<file path="config.mk">
export PLATFORM = sky130hd
export DESIGN_NAME = regfile_write_scheduler
export DESIGN_NICKNAME = d
export VERILOG_FILES = /design/src/rtl/regfile_write_scheduler.sv
export SDC_FILE = /design/constraint.sdc
export NUM_CORES = 1
export LEC_CHECK = 0
export BUFFER_PORTS_ARGS = -buffer_cell sky130_fd_sc_hd__buf_2
export CORE_MARGIN = 2
export CORE_UTILIZATION = 40
export DETAILED_ROUTE_END_ITERATION = 10
export PLACE_DENSITY = 0.68
export SLEW_MARGIN = 15
export SYNTH_ARGS = -nofsm -noshare
export SYNTH_HDL_FRONTEND = slang
export SYNTH_SLANG_ARGS = --single-unit
</file>
<file path="constraint.sdc">
create_clock -name Clk -period 1.7 [get_ports Clk]
set_input_delay 0.255 -clock Clk [delete_from_list [all_inputs] [get_ports Clk]]
set_output_delay 0.255 -clock Clk [all_outputs]
set_load 0.005 [all_outputs]
</file>
<file path="src/rtl/regfile_write_scheduler.sv">
// rtl/regfile_write_scheduler.sv - round-robin arbiter for the shared regfile write port with RAW scoreboard
module regfile_write_scheduler (
  input  logic        Clk,
  input  logic        Reset,
  input  logic        ReqA,
  input  logic        ReqB,
  input  logic [4:0]  RegA,
  input  logic [4:0]  RegB,
  input  logic [31:0] DataA,
  input  logic [31:0] DataB,
  output logic        GntA,
  output logic        GntB,
  input  logic        Reserve,
  input  logic [4:0]  ReserveReg,
  input  logic [4:0]  ReadRegister1,
  input  logic [4:0]  ReadRegister2,
  output logic        Stall1,
  output logic        Stall2,
  output logic [4:0]  WriteRegister,
  output logic [31:0] WriteData,
  output logic        RegWrite
);

  logic        last_b;
  logic [31:0] pending;
  logic [31:0] pending_next;
  logic        accept;
  logic [4:0]  win_reg;
  logic [31:0] win_data;

  // A wins a contest only when B took the previous grant.
  always_comb begin
    GntA = 1'b0;
    GntB = 1'b0;
    if (!Reset) begin
      if (ReqA && (!ReqB || last_b)) GntA = 1'b1;
      else if (ReqB)                 GntB = 1'b1;
    end
  end

  assign accept   = GntA | GntB;
  assign win_reg  = GntB ? RegB  : RegA;
  assign win_data = GntB ? DataB : DataA;

  // Set after clear so a same-register reservation (younger) survives the retiring write.
  always_comb begin
    pending_next = pending;
    if (accept && (win_reg != 5'd0))
      pending_next[win_reg] = 1'b0;
    if (Reserve && (ReserveReg != 5'd0))
      pending_next[ReserveReg] = 1'b1;
    pending_next[0] = 1'b0;
  end

  assign Stall1 = pending[ReadRegister1];
  assign Stall2 = pending[ReadRegister2];

  always_ff @(posedge Clk) begin
    if (Reset) begin
      last_b        <= 1'b1;
      pending       <= 32'd0;
      RegWrite      <= 1'b0;
      WriteRegister <= 5'd0;
      WriteData     <= 32'd0;
    end else begin
      pending  <= pending_next;
      RegWrite <= accept && (win_reg != 5'd0);
      if (accept) begin
        WriteRegister <= win_reg;
        WriteData     <= win_data;
        last_b        <= GntB;
      end
    end
  end

endmodule

</file>
==> key figures <==
Logic synthesis
  • Post-synth cell types: 45
  • Seq/Total Area, Yosys: 0.344
  • Synth warn: 0
  • Mux contribution to synthesized area: 0.0941
  • Syn_nets: 591
  • Seq cells post-synth: 70
  • Adder-cell share of the synthesized area: 0
  • Compound-gate portion of the synthesized area: 0.244
  • Avg Cell Area, Syn: 8.19 sq um
  • Netlist Area Pre-Place: 4070 sq um
  • Post-Synth Simple-Gate Area: 0.253
  • Mapped Cells: 497
  • Xor and xnor area share after synthesis: 0
  • Largest family of logic cells by synthesized area: simple AND/OR/NAND/NOR gates

Detailed routing
  • Detailed Routing Iterations Pass 1: 5
  • Initial detailed-routing violation count: 343
  • # DRC: 0
  • Detail Route Antenna Nets: 0
  • Wire per inst: 15.9 microns
  • Post-DR vias/cell: 5.62
  • Vias: 4492
  • Drt total wl: 12700 microns

CTS
  • Hold_buf cts: 0
  • Num CTS Buffers: 9
  • Clock sink total: 70
  • Longest Clk Path Bufs: 2
  • H-tree levels: 3
  • Root buffer cell: clkbuf_8
  • Clock transition at path regs: 0.08 ns
  • Worst-Skew Late Latency: 0.35 ns
  • TritonCTS clock tree: built

Hold path
  • WHS Path Cells: 3
  • Min-delay src: DataB[30]
  • HP Class: input pin to flop
  • Hold endpoint: WriteData[30]$_SDFFE_PP0P_

Worst setup path
  • FF-to-FF path depth: 6
  • Worst path bufs/invs: 1
  • Critical path capture point type: primary output
  • R2R setup slack: 0.11 ns
  • Arrival @ worst endpoint: 2.00 ns
  • Crit Path Category: flop to primary output
  • Delay-heaviest family, CP: simple AND/OR/NAND/NOR gates
  • R2R Path Start: last_b$_SDFFE_PP1P_
  • CP Cell Sequence: mux4_2 -> and4b_1 -> or4_1 -> buf_2
  • CP peak stage delay: 0.49 ns
  • CP max-delay cell: mux4_2
  • WP data required: 1.44 ns
  • CP max FO: 3
  • FF-to-FF End: pending[10]$_SDFF_PP0_
  • CP Launch Type: flop

Cells and area
  • Layout cell share with drive strength beyond 1: 0.386
  • Final instance area: 5450 sq um
  • Nets@finish: 755
  • Layout area overhead: 34.0%
  • Antenna Cells: 0

Run
  • Max-cap check violation count: 0

STA
  • Slew headroom: 0.624
  • Final worst setup slack: -0.555 ns
  • Final Hold Fails: 0
  • Fin crit share: 1.33
  • Slew Viols, Final: 0
  • Setup Viol. Count Final: 2
  • Setup tns final: -1.10 ns
  • Unrepaired setup endpoints after global routing: yes
  • F_max: 443 MHz
  • Worst Tran Pin Value: 0.560 ns
  • Worst Skew: 0.00999 ns
  • Tmin final: 2.25 ns

Global route
  • Vias in the first global route: 4223
  • Largest net degree at the start of global routing: 47
  • Met1 GRT Util: 0.292
  • Initial antenna violation count: 0
  • Grt met2 use: 0.388
  • Met3 global-route usage: 0.0443
  • Global routing's busiest layer: met2
  • GRT overflow: 0
  • GRT Util Overall: 0.233
  • First-pass GRT wire length: 20600 microns

Placement
  • Final Wtd Congestion: 0.986
  • PortBufs: 135
  • Dpl hpwl: 9430 microns
  • Cell Area, Placed: 5120 sq um
  • Post-Place Setup Slack: -0.429 ns

Die
  • Die area: 11000 sq um
  • Core Box Area: 9820 sq um
  • Initial core utilization: 0.414
  • Die span in x: 105 microns
  • Die Y: 105 microns
  • Ports: 136
  • # rows: 36

Power
  • Pleak: 0.00231 uW
  • PwrDens: 696 nW/um^2
  • VDD IR max: 420 uV

Status
  • Status: finished with violations
  • Failing checks: setup timing
## cell usage in the layout, fill, tap and decap left out, drive strengths merged, types with 3 or more instances in the layout
master   instances
o21ai           10
nor4bb           4
a21oi           35
a311oi          46
clkbuf          11
nand4b           5
nand4           12
mux4            14
a31oi            3
dfxtp           70
inv             10
a211oi          20
o211ai           7
nor3             3
buf            193
nor2            76
o2111ai          3
nor2b           12
nand3            9
nand2           84
or4              5
nand2b           3
clkinv           3
## routing by layer
layer	vias to the layer above	wire length (microns)	part of all wire
met5	-	0	0
met4	0	308	0.024
met3	27	992	0.078
met2	209	6030	0.47
met1	2049	5390	0.42
li1	2207	-	-
## flip-flops by register name (all words and copies together) (netlist names)
name and flops:
last_b 1, pending 31, WriteData 32, RegWrite 1, WriteRegister 5
## kinds of logic after synthesis
| group | Yosys count |
|---|---|
| DFF | 70 |
| AOI/OAI and AO/OA | 137 |
| muxes | 16 |
| buffers and inverters | 51 |
| and+or+nand+nor | 223 |
## worst max-delay path by stage
stage,from,to,cells past startpoint,slack (ns)
final,pending[23]$_SDFF_PP0_,Stall1,4,-0.55
after global routing,pending[21]$_SDFF_PP0_,Stall1,4,-0.58
after CTS,pending[10]$_SDFF_PP0_,Stall2,5,-0.55
after detailed placement,ReadRegister1[1],Stall1,6,-0.43
after global placement,ReadRegister2[1],Stall2,6,-0.37
after floorplan,ReadRegister1[1],Stall1,5,-0.07
## stage by stage
step / hold WS (ns) / cells / total power, uW / util
detailed placement: 0.487 / 777 / 2560 / 0.521
global route: 0.155 / 799 / 3990 / 0.555
floorplan: 0.388 / 497 / 2200 / -
global placement: 0.483 / 777 / 2550 / 0.521
finish: 0.161 / 799 / 3800 / 0.555
CTS: 0.147 / 797 / 3820 / 0.550
## Yosys cell counts (all sizes together)
| cell type | instances | share of area |
|---|---|---|
| a2111oi | 2 | 0.0043 |
| and4b | 2 | 0.0049 |
| a211oi | 20 | 0.037 |
| nor2b | 12 | 0.018 |
| dfxtp | 70 | 0.34 |
| or3 | 1 | 0.0015 |
| a41o | 1 | 0.0025 |
| nor4 | 2 | 0.0031 |
| or4b | 2 | 0.0049 |
| or2 | 1 | 0.0015 |
| a21boi | 1 | 0.0018 |
| buf | 17 | 0.033 |
| nor4bb | 4 | 0.0098 |
| o32ai | 1 | 0.0022 |
| clkbuf | 24 | 0.022 |
| o211ai | 7 | 0.013 |
| nor2 | 76 | 0.070 |
| a21bo | 1 | 0.0025 |
| a22oi | 1 | 0.0018 |
| nor3 | 3 | 0.0037 |
| nand3b | 2 | 0.0037 |
| mux4 | 14 | 0.089 |
| or4 | 5 | 0.0092 |
| o32a | 1 | 0.0025 |
| o21ai | 10 | 0.012 |
| nand4 | 12 | 0.018 |
| o2111ai | 3 | 0.0065 |
| a221oi | 2 | 0.0043 |
| inv | 10 | 0.0092 |
| nand2b | 3 | 0.0046 |
| nand3 | 9 | 0.011 |
| nand4b | 5 | 0.011 |
| nand2 | 84 | 0.077 |
| o211a | 2 | 0.0049 |
| o41ai | 1 | 0.0022 |
| a311oi | 46 | 0.099 |
| a21oi | 35 | 0.043 |
| mux2 | 2 | 0.0055 |
| a31oi | 3 | 0.0046 |
## tightest hold or removal path, cell delays in order
cell and delay, ns:
buf_2 0.09, nand2_1 0.04, a311oi_1 0.07
## report_power, final
part	switching [uW]	internal (uW)
clock	628	606
combinational	424	374
sequential	45.4	1720
total	1100	2700
## timing repair
action                                 CTS  global route
pin swaps                                0             4
setup buffers                            3             2
setup endpoints to repair                3            19
endpoints found under the hold margin    0             0
gates resized for setup                 18            15
cloned                                   1             0
## final cells by class
type                       instances  area, sq um
fill                             939         4370
multi-input combinational        376         2430
sequential                        70         1430
timing repair buffer             194         1210
tap                              133          166
clock buffer                      11          151
inverter                          10         40.0
clock inverter                     5         33.8
Power figures use the tool's default switching activity.
